## config.mk

```make
export PLATFORM = sky130hd
export DESIGN_NAME = instr_mem_responder_flat
export DESIGN_NICKNAME = d
export VERILOG_FILES = /design/src/rtl/instr_mem_responder_pkg.sv /design/src/rtl/instr_mem_responder_if.sv /design/src/rtl/instr_mem_responder_packer.sv /design/src/rtl/instr_mem_responder.sv /design/src/flat_wrapper.sv
export SDC_FILE = /design/constraint.sdc
export NUM_CORES = 1
export LEC_CHECK = 0
export ABC_CLOCK_PERIOD_IN_PS = 12700
export CAP_MARGIN = 40
export CORE_UTILIZATION = 52
export CTS_BUF_LIST = sky130_fd_sc_hd__clkbuf_8
export CTS_CLUSTER_DIAMETER = 40
export CTS_CLUSTER_SIZE = 16
export DETAILED_ROUTE_END_ITERATION = 16
export MAX_ROUTING_LAYER = met4
export PLACE_DENSITY = 0.7
export SLEW_MARGIN = 20
export SYNTH_ARGS = -nofsm -noshare
export SYNTH_HDL_FRONTEND = slang
export SYNTH_SLANG_ARGS = --single-unit
```

## constraint.sdc

```tcl
create_clock -name clk -period 12.7 [get_ports clk]
set_clock_uncertainty 0.2 [all_clocks]
set_input_delay 1.905 -clock clk [delete_from_list [all_inputs] [get_ports clk]]
set_output_delay 1.905 -clock clk [all_outputs]
set_load 0.02 [all_outputs]
```

## src/rtl/instr_mem_responder_pkg.sv

```systemverilog
// ============================================================================
// Module      : instr_mem_pkg
// Description : Shared constants and FSM state type for instr_mem_responder.
// Revision    : 1.0  initial release
// ============================================================================
`default_nettype none

package instr_mem_pkg;

  localparam logic [6:0]  OPC_HALT       = 7'b1111111;
  localparam logic [31:0] HALT_INSN      = {25'd0, OPC_HALT};
  localparam int          BYTES_PER_WORD = 4;

  typedef enum logic [1:0] {
    IDLE = 2'd0,
    LOAD = 2'd1,
    RUN  = 2'd2
  } state_t;

endpackage

`default_nettype wire

```

## src/rtl/instr_mem_responder_if.sv

```systemverilog
// ============================================================================
// Module      : instr_mem_responder_if
// Description : Program-load and fetch signals between the PC side and the
//               instruction memory responder.
// Revision    : 1.0  initial release
// ============================================================================
`default_nettype none

interface instr_mem_responder_if #(
  parameter int WIDTH = 32
);

  logic             load_en;
  logic             load_valid;
  logic [7:0]       load_byte;
  logic             load_ready;
  logic             load_done;
  logic [WIDTH-1:0] ins_add;
  logic [31:0]      instruction;
  logic             ins_valid;
  logic             addr_err;
  logic             par_err;

  modport master (
    output load_en, load_valid, load_byte, ins_add,
    input  load_ready, load_done, instruction, ins_valid, addr_err, par_err
  );

  modport slave (
    input  load_en, load_valid, load_byte, ins_add,
    output load_ready, load_done, instruction, ins_valid, addr_err, par_err
  );

endinterface

`default_nettype wire

```

## src/rtl/instr_mem_responder_packer.sv

```systemverilog
// ============================================================================
// Module      : load_byte_packer
// Description : Collects little-endian program bytes into 32-bit words.
// Revision    : 1.0  initial release
// ============================================================================
`default_nettype none

module load_byte_packer
  import instr_mem_pkg::*;
(
  input  logic        clk,
  input  logic        rst,
  input  logic        i_clear,
  input  logic        i_valid,
  input  logic [7:0]  i_byte,
  output logic [31:0] o_word,
  output logic        o_word_strobe
);

  localparam logic [1:0] c_LAST_LANE = 2'(BYTES_PER_WORD - 1);

  logic [1:0]  r_cnt;
  logic [23:0] r_asm;

  always_ff @(posedge clk) begin
    if (rst || i_clear) begin
      r_cnt <= 2'd0;
      r_asm <= 24'd0;
    end else if (i_valid) begin
      r_cnt <= r_cnt + 2'd1;
      case (r_cnt)
        2'd0:    r_asm[7:0]   <= i_byte;
        2'd1:    r_asm[15:8]  <= i_byte;
        2'd2:    r_asm[23:16] <= i_byte;
        default: ;
      endcase
    end
  end

  // The top lane bypasses the register so the word is written on its last byte.
  assign o_word        = {i_byte, r_asm};
  assign o_word_strobe = i_valid && (r_cnt == c_LAST_LANE);

endmodule

`default_nettype wire

```

## src/rtl/instr_mem_responder.sv

```systemverilog
// ============================================================================
// Module      : instr_mem_responder
// Description : Byte-loaded instruction RAM answering PC fetches one cycle
//               later; HALT is returned whenever no valid word exists.
//               Optional macro FETCH_PARITY_EN adds per-word even parity.
// Revision    : 1.0  initial release
// ============================================================================
`default_nettype none

module instr_mem_responder
  import instr_mem_pkg::*;
#(
  parameter int WIDTH  = 32,
  parameter int DEPTH  = 16,
  parameter int ADDR_W = 7
) (
  input  logic                  clk,
  input  logic                  rst,
  instr_mem_responder_if.slave  bus
);

  localparam int               c_AW      = (DEPTH > 1) ? $clog2(DEPTH) : 1;
  localparam int               c_IW      = ADDR_W - 2;
  localparam logic [c_IW:0]    c_DEPTH_X = (c_IW + 1)'(DEPTH);
  localparam logic [c_AW:0]    c_PTR_MAX = (c_AW + 1)'(DEPTH);

  state_t          r_state;
  state_t          w_next;
  logic [c_AW:0]   r_ptr;
  logic [31:0]     r_mem [DEPTH];
  logic [31:0]     r_instr;
  logic            r_ins_valid;
  logic            r_addr_err;
  logic            r_load_done;

  logic            w_load_ready;
  logic            w_enter_load;
  logic            w_accept;
  logic [31:0]     w_word;
  logic            w_strobe;
  logic            w_fetch;
  logic [c_IW-1:0] w_idx;
  logic            w_bad_addr;
  logic            w_par_bad;
  logic [31:0]     w_rd;

  always_ff @(posedge clk) begin
    if (rst) r_state <= IDLE;
    else     r_state <= w_next;
  end

  always_comb begin
    w_next       = r_state;
    w_load_ready = 1'b0;
    w_enter_load = 1'b0;
    case (r_state)
      IDLE: if (bus.load_en) begin
        w_next       = LOAD;
        w_enter_load = 1'b1;
      end
      LOAD: begin
        w_load_ready = (r_ptr < c_PTR_MAX);
        if (!bus.load_en) w_next = RUN;
      end
      RUN: if (bus.load_en) begin
        w_next       = LOAD;
        w_enter_load = 1'b1;
      end
      default: w_next = IDLE;
    endcase
  end

  assign w_accept = bus.load_valid && w_load_ready;

  load_byte_packer u_packer (
    .clk           (clk),
    .rst           (rst),
    .i_clear       (w_enter_load),
    .i_valid       (w_accept),
    .i_byte        (bus.load_byte),
    .o_word        (w_word),
    .o_word_strobe (w_strobe)
  );

  always_ff @(posedge clk) begin
    if (rst || w_enter_load) r_ptr <= '0;
    else if (w_strobe)       r_ptr <= r_ptr + 1'b1;
  end

  // RAM survives reset so a program can be rerun without reloading.
  always_ff @(posedge clk) begin
    if (w_strobe) r_mem[r_ptr[c_AW-1:0]] <= w_word;
  end

  always_ff @(posedge clk) begin
    if (rst) r_load_done <= 1'b0;
    else     r_load_done <= (r_state == LOAD) && !bus.load_en;
  end

  assign w_idx      = bus.ins_add[ADDR_W-1:2];
  assign w_bad_addr = (|bus.ins_add[1:0]) || (|bus.ins_add[WIDTH-1:ADDR_W])
                      || ({1'b0, w_idx} >= c_DEPTH_X);
  assign w_rd       = r_mem[w_idx[c_AW-1:0]];
  assign w_fetch    = (r_state == RUN) && !bus.load_en;

`ifdef FETCH_PARITY_EN
  logic [DEPTH-1:0] r_par;
  logic             r_par_err;

  always_ff @(posedge clk) begin
    if (w_strobe) r_par[r_ptr[c_AW-1:0]] <= ^w_word;
  end

  assign w_par_bad = ((^w_rd) != r_par[w_idx[c_AW-1:0]]);

  always_ff @(posedge clk) begin
    if (rst || w_enter_load)                   r_par_err <= 1'b0;
    else if (w_fetch && !w_bad_addr && w_par_bad) r_par_err <= 1'b1;
  end

  assign bus.par_err = r_par_err;
`else
  assign w_par_bad   = 1'b0;
  assign bus.par_err = 1'b0;
`endif

  always_ff @(posedge clk) begin
    if (rst || !w_fetch) begin
      r_instr     <= HALT_INSN;
      r_ins_valid <= 1'b0;
      r_addr_err  <= 1'b0;
    end else if (w_bad_addr) begin
      r_instr     <= HALT_INSN;
      r_ins_valid <= 1'b0;
      r_addr_err  <= 1'b1;
    end else if (w_par_bad) begin
      r_instr     <= HALT_INSN;
      r_ins_valid <= 1'b0;
      r_addr_err  <= 1'b0;
    end else begin
      r_instr     <= w_rd;
      r_ins_valid <= 1'b1;
      r_addr_err  <= 1'b0;
    end
  end

  assign bus.load_ready  = w_load_ready;
  assign bus.load_done   = r_load_done;
  assign bus.instruction = r_instr;
  assign bus.ins_valid   = r_ins_valid;
  assign bus.addr_err    = r_addr_err;

endmodule

`default_nettype wire

```

## src/flat_wrapper.sv

```systemverilog
// flat-port wrapper written by rule: the top's interface ports become plain ports
module instr_mem_responder_flat import instr_mem_pkg::*;
#(
  parameter int WIDTH  = 32,
  parameter int DEPTH  = 16,
  parameter int ADDR_W = 7
)
  (clk, rst, bus_load_en, bus_load_valid, bus_load_byte, bus_ins_add, bus_load_ready, bus_load_done, bus_instruction, bus_ins_valid, bus_addr_err, bus_par_err);
  instr_mem_responder_if #(.WIDTH(WIDTH)) bus_i ();
  input  logic clk;
  input  logic rst;
  input wire logic [$bits(bus_i.load_en)-1:0] bus_load_en;
  input wire logic [$bits(bus_i.load_valid)-1:0] bus_load_valid;
  input wire logic [$bits(bus_i.load_byte)-1:0] bus_load_byte;
  input wire logic [$bits(bus_i.ins_add)-1:0] bus_ins_add;
  output wire logic [$bits(bus_i.load_ready)-1:0] bus_load_ready;
  output wire logic [$bits(bus_i.load_done)-1:0] bus_load_done;
  output wire logic [$bits(bus_i.instruction)-1:0] bus_instruction;
  output wire logic [$bits(bus_i.ins_valid)-1:0] bus_ins_valid;
  output wire logic [$bits(bus_i.addr_err)-1:0] bus_addr_err;
  output wire logic [$bits(bus_i.par_err)-1:0] bus_par_err;
  assign bus_i.load_en = bus_load_en;
  assign bus_i.load_valid = bus_load_valid;
  assign bus_i.load_byte = bus_load_byte;
  assign bus_i.ins_add = bus_ins_add;
  assign bus_load_ready = bus_i.load_ready;
  assign bus_load_done = bus_i.load_done;
  assign bus_instruction = bus_i.instruction;
  assign bus_ins_valid = bus_i.ins_valid;
  assign bus_addr_err = bus_i.addr_err;
  assign bus_par_err = bus_i.par_err;
  instr_mem_responder #(.WIDTH(WIDTH), .DEPTH(DEPTH), .ADDR_W(ADDR_W)) u_core (.clk(clk), .rst(rst), .bus(bus_i));
endmodule
```

==> impl_metrics.tcl, run 1 <==
set metrics [dict create \
    status "completed" \
    min_path_type "reg2reg" \
    first_pass_iters 5 \
    layout_commonest_cell "edfxtp_1" \
    power_density_nw_per_um2 143.1 \
    ios 81 \
    hold_path_end "u_core.r_ptr[1]" \
    r2r-end "u_core.r_mem[3][26]" \
    setup_viol 0 \
    portBuffers 79 \
    cts.repair.resized 0 \
    worst-r2r-setup-slack_ns 9.36 \
    synth_cell_types 38 \
    finalNetCount 1195 \
    antenna_found_initial 0 \
    pwr-share-clk_pct 38.8 \
    power_frac_seq_pct 58.0 \
    period_needed_ns 4.472 \
    multiInputGateArea_um2 4601 \
    ys_ff_latch 580 \
    drt_iter0_drc 832 \
    die_h_um 205.4 \
    area_delta_synth_final_pct 14.94 \
    ys_seq_area_share_pct 77.81 \
    synth_cells 1026 \
    drc_errors 0 \
    fmax_mhz 223.6 \
    arrival_ns 4.60 \
    cts_made_buffers 60 \
    worstHoldPathCells 2 \
    crit_fanout 37 \
    hold_slack_ns 0.3442 \
    peakVddDrop_v 0.0001121 \
    holdCritStartpoint "u_core.r_ptr[1]" \
    final_cell_mix "512 x edfxtp_1, 128 x mux4_2, 77 x clkdlybuf4s50_1, 68 x dfxtp_1, 64 x clkbuf_8" \
    swShare_pct 21.41 \
    finalPower_mw 3.539 \
    drv_slew 0 \
    cts_sinks 580 \
    regArea_um2 16740 \
    leakagePower_nw 7.441 \
    clk_pin_slew_ns 0.09 \
    n_fill_cell 2840 \
    startpoint_type "input pin" \
    critical_path_required_ns 12.83 \
    tns_ns 0 \
    cts_setup_buffers 0 \
    clockBufferDepth 3 \
    worstMarginPinSlew_ns 0.8268 \
    cts_tree "yes" \
    initial_utilization_pct 52.68 \
    hpwl_um 25380 \
    rr_worst_depth 5 \
    relSlewSlack_pct 44.58 \
    coreArea_um2 40830 \
    r2r_start "u_core.r_state[0]" \
    grt_max_degree 58 \
    insertion_delay_ns 0.69 \
    rsz0062_at_grt "false" \
    dieArea_um2 42180 \
    setup_ws_ns 8.228 \
    die-width_um 205.4 \
    syn_area_um2 21510 \
    hold_buffers 0 \
    synth_area_leaders "edfxtp_1 71%, mux4_2 13%, dfxtp_1 6.3%, a22oi_1 2.0%, nand3_1 0.88%" \
    first_global_vias 10581 \
    wl_um 44310 \
    synth_nets 1078 \
    yosys_warnings 0 \
    max-cap-violations 0 \
    grt_use_total_pct 22.90 \
    power_switching_mw 0.7578 \
    pwr-share-comb_pct 3.2 \
    hold_viol 0 \
    num_rows 74 \
    internal_power_mw 2.781 \
    synth_largest_area_cell "edfxtp_1" \
    fin_cells 1726 \
    diodes 0 \
    synth_top_area_share_pct 71.48 \
    overflow 0 \
    avgRoutedWirePerCell_um 25.67 \
    dp_cells 1611 \
    htreeDepth 2 \
    vias 10310 \
    end_kind "register" \
    drive_above_1_share_pct 26.72 \
    gp_congestion 0.7624 \
    detail-route-antenna-nets 0 \
    period_share_pct 35.21 \
    synth.avg_cell_area_um2 20.96 \
    dp_slack_ns 7.540 \
    path_class "in2reg" \
    grt_pass1_wl_um 67220 \
    routed_via_density 5.973 \
    root_buffer "clkbuf_8" \
]
## layer usage
layer  GRT usage [%]  vias to the layer above  share of wire, %
met5               -                        -                 0
met4           5.582                        0               1.8
li1                -                     4466                 -
met2           35.76                      334                49
met1           31.27                     5445                43
met3           4.704                       65               6.4
## through the flow
stage               util, %  instance area, µm²
floorplan                 -               21510
global placement      56.32               23000
detailed placement    56.91               23240
CTS                   60.45               24680
global route          60.54               24720
finish                60.54               24720
## cells by family after synthesis
group / Yosys count / share of synthesized area, %
flops: 580 / 77.81
mux: 135 / 13.77
simple gates: 120 / 2.612
compound gates: 112 / 3.677
buf+inv: 66 / 1.483
fa+ha+maj: 8 / 0.4654
xor+xnor: 4 / 0.1629
other cells: 1 / 0.01744
## registers in the layout (all words and copies together) (netlist names)
name and count:
u_core.r_mem 512, u_core.bus.ins_valid 1, u_core.bus.addr_err 1, u_core.u_packer.r_cnt 2
u_core.bus.instruction 32, u_core.bus.load_done 1, u_core.r_ptr 5, u_core.u_packer.r_asm 24
u_core.r_state 2
## Yosys cell counts
library cell	number
a211oi_1	1
a21oi_1	31
a21oi_2	20
a22oi_1	57
and2_1	1
and3_1	1
buf_1	1
buf_12	2
buf_2	15
buf_4	3
buf_6	1
clkbuf_1	37
clkbuf_2	1
clkinv_1	1
conb_1	1
dfxtp_1	68
edfxtp_1	512
ha_1	8
inv_1	5
mux2_2	7
mux4_2	128
nand2_1	37
nand2b_1	2
nand3_1	38
nand4_1	1
nor2_1	22
nor2b_1	2
nor3_1	5
nor4_1	7
nor4bb_1	1
o21ba_2	1
o21bai_1	1
o31ai_1	1
or2b_1	1
or3_1	1
or4b_4	1
xnor2_1	2
xor2_1	2
## power groups by stage
| stage | Sequential, mW | Combinational [mW] | Clock (mW) |
|---|---|---|---|
| 6_report | 2.05 | 0.112 | 1.37 |
| 5_1_grt | 2.05 | 0.121 | 1.48 |
| 4_1_cts | 2.05 | 0.113 | 1.40 |
| 2_1_floorplan | 2.10 | 0.0681 | 0 |
| 3_3_place_gp | 2.10 | 0.107 | 0 |
| 3_5_place_dp | 2.10 | 0.113 | 0 |
## worst max-delay path, stage by stage
cell and delay, ns:
clkdlybuf4s50_1 0.45, nor4bb_4 0.19, buf_4 0.39, nand3_1 0.41, nor3_2 0.75, buf_4 0.48
## how the worst max path moves through the flow
| stage | start | slack (ns) | cells past startpoint | to |
|---|---|---|---|---|
| after floorplan | bus_load_valid | 7.07 | 5 | u_core.r_mem[1][0] |
| after global placement | bus_load_valid | 7.61 | 5 | u_core.r_mem[15][19] |
| after detailed placement | bus_load_valid | 7.54 | 6 | u_core.r_mem[3][18] |
| after CTS | bus_load_valid | 8.25 | 6 | u_core.r_mem[3][26] |
| after global routing | bus_load_valid | 8.06 | 6 | u_core.r_mem[3][26] |
| final | bus_load_valid | 8.23 | 6 | u_core.r_mem[3][26] |
## final cells by class
class	count	share of cell area [%]
sequential	580	67.70
multi-input combinational	380	18.61
timing repair buffer	115	5.061
clock buffer	63	3.507
tap	532	2.693
clock inverter	50	2.338
inverter	6	0.09110
Note: power is estimated with default switching activity, not from simulation.
==> run 2, diff against run 1 <==
ABC_CLOCK_PERIOD_IN_PS = 4640   (was 12700)
clock period = 4.64 ns   (was 12.7 ns; I/O delays follow)
==> run 2 against run 1 <==
Total power grew to 2.7 times the previous value. Register-to-register slack worse by 7.7 ns. Critical path type is now reg2out. Clock power rose to 2.7 times the previous value. Sequential cell count stayed put. Non-clock buffer count rose by 1. Combinational power grew to 2.8 times the previous value. Global-route usage is 0.56 points lower. Routed wire length shrank 1.1%.
==> impl_metrics.tcl, run 2 (same netlist as run 1, synthesis figures left out) <==
set metrics [dict create \
    detail-route-antenna-nets 0 \
    cp_top_family "buffers and inverters" \
    startpoint_type "register" \
    final_cell_mix "512 x edfxtp_1, 128 x mux4_2, 77 x clkdlybuf4s50_1, 68 x dfxtp_1, 67 x clkbuf_8" \
    gp_congestion 0.7515 \
    routed_via_density 5.963 \
    drt_iter0_drc 856 \
    overflow 0 \
    fmax_mhz 337.4 \
    area_delta_synth_final_pct 15.07 \
    clk_pin_slew_ns 0.08 \
    power_switching_mw 2.150 \
    portBuffers 79 \
    avgRoutedWirePerCell_um 25.34 \
    n_fill_cell 2826 \
    worstHoldPathCells 2 \
    swShare_pct 22.20 \
    status "completed" \
    num_rows 74 \
    drive_above_1_share_pct 27.30 \
    period_share_pct 63.87 \
    relSlewSlack_pct 46.44 \
    vias 10316 \
    use_met1_pct 31.72 \
    crit_chain "or2b_1, nor2_1, clkdlybuf4s50_1" \
    period_needed_ns 2.964 \
    multiInputGateArea_um2 4601 \
    met3_usage_pct 3.231 \
    grt-busiest-layer "met2" \
    regArea_um2 16740 \
    cts_tree "yes" \
    min_path_type "reg2reg" \
    crit_path_max_incr_delay_ns 0.61 \
    worstMarginPinSlew_ns 0.8009 \
    max-cap-violations 0 \
    crit_slowest_cell "clkdlybuf4s50_1" \
    layout_commonest_cell "edfxtp_1" \
    drc_errors 0 \
    internal_power_mw 7.538 \
    path_class "reg2out" \
    antenna_found_initial 0 \
    insertion_delay_ns 0.67 \
    setup_viol 0 \
    drv_slew 0 \
    pwr-share-clk_pct 38.8 \
    dieArea_um2 42180 \
    critical_path_required_ns 3.74 \
    rsz0062_at_grt "false" \
    largest_register_ffs 512 \
    root_buffer "clkbuf_8" \
    cts_sinks 580 \
    initial_utilization_pct 52.68 \
    hold_viol 0 \
    ios 81 \
    use_met2_pct 34.15 \
    critPathBufInv 1 \
    grt_pass1_wl_um 65900 \
    leakagePower_nw 7.423 \
    end_kind "output pin" \
    coreArea_um2 40830 \
    path_depth 3 \
    pwr-share-comb_pct 3.2 \
    worst-r2r-setup-slack_ns 1.70 \
    crit_fanout 5 \
    die_h_um 205.4 \
    arrival_ns 2.07 \
    grt_max_degree 50 \
    wl_um 43830 \
    power_density_nw_per_um2 391.5 \
    grt_use_total_pct 22.34 \
    power_frac_seq_pct 58.0 \
    cts_setup_buffers 0 \
    clockBufferDepth 3 \
    cts.repair.resized 0 \
    die-width_um 205.4 \
    peakVddDrop_v 0.0002655 \
    rr_worst_depth 4 \
    first_global_vias 10538 \
    htreeDepth 2 \
    hold_slack_ns 0.3188 \
    finalNetCount 1197 \
    tns_ns 0 \
    cts_made_buffers 61 \
    first_pass_iters 5 \
    diodes 0 \
    hpwl_um 25030 \
    hold_buffers 0 \
]
run 2: cell count changes in the layout (fill, tap and decap cells not counted), moves of 2 or more:
cell        before  now
buf_12           3    9
buf_16           7    2
bufinv_16        9    6
clkbuf_8        64   67
clkinv_4         7    5
clkinv_8         1    6
clkinvlp_4       4    7
inv_1           13    9
inv_6           10    7
inv_8            5    9
run 2: metrics by stage:
stage	power, mW	cell area [µm²]	util [%]	setup WS, ns	cells
final	9.688	24750	60.61	1.676	1730
after global routing	9.968	24750	60.61	1.497	1730
after CTS	9.761	24730	60.57	1.622	1729
after detailed placement	6.054	23250	56.93	1.080	1613
after global placement	6.044	23160	56.71	1.118	1609
after floorplan	5.924	21510	-	0.2211	1026
run 2: metal layers:
layer	wire length, µm	part of all wire, %
met1	19190	44
met2	21080	48
met3	2657	6.1
met4	907	2.1
met5	0	0
run 2: area by class of cell:
cell class | count | share of cell area [%]
flip-flops and latches | 580 | 67.62
repair buffers | 116 | 5.000
inverters | 6 | 0.09100
well taps | 532 | 2.690
multi-input cells | 380 | 18.59
clock inverters | 50 | 2.336
clock buffers | 66 | 3.670
run 2: final timing paths:
kind	from	end
max	u_core.r_state[0]	bus_load_ready
min	u_core.r_ptr[1]	u_core.r_ptr[1]
max reg2reg	u_core.r_state[0]	u_core.r_mem[9][16]
min reg2reg	u_core.r_ptr[1]	u_core.r_ptr[1]
run 2: power groups by stage:
| stage | registers, mW | clock network, mW | logic [mW] |
|---|---|---|---|
| 3_5_place_dp | 5.74 | 0 | 0.312 |
| 6_report | 5.62 | 3.76 | 0.309 |
| 3_3_place_gp | 5.74 | 0 | 0.303 |
| 4_1_cts | 5.62 | 3.83 | 0.312 |
| 5_1_grt | 5.62 | 4.01 | 0.331 |
| 2_1_floorplan | 5.74 | 0 | 0.185 |
run 2: worst min-delay path, cell delays in order, from the launching register on:
cell and delay (ns):
dfxtp_1 0.35, nand2_1 0.07, a21oi_1 0.06
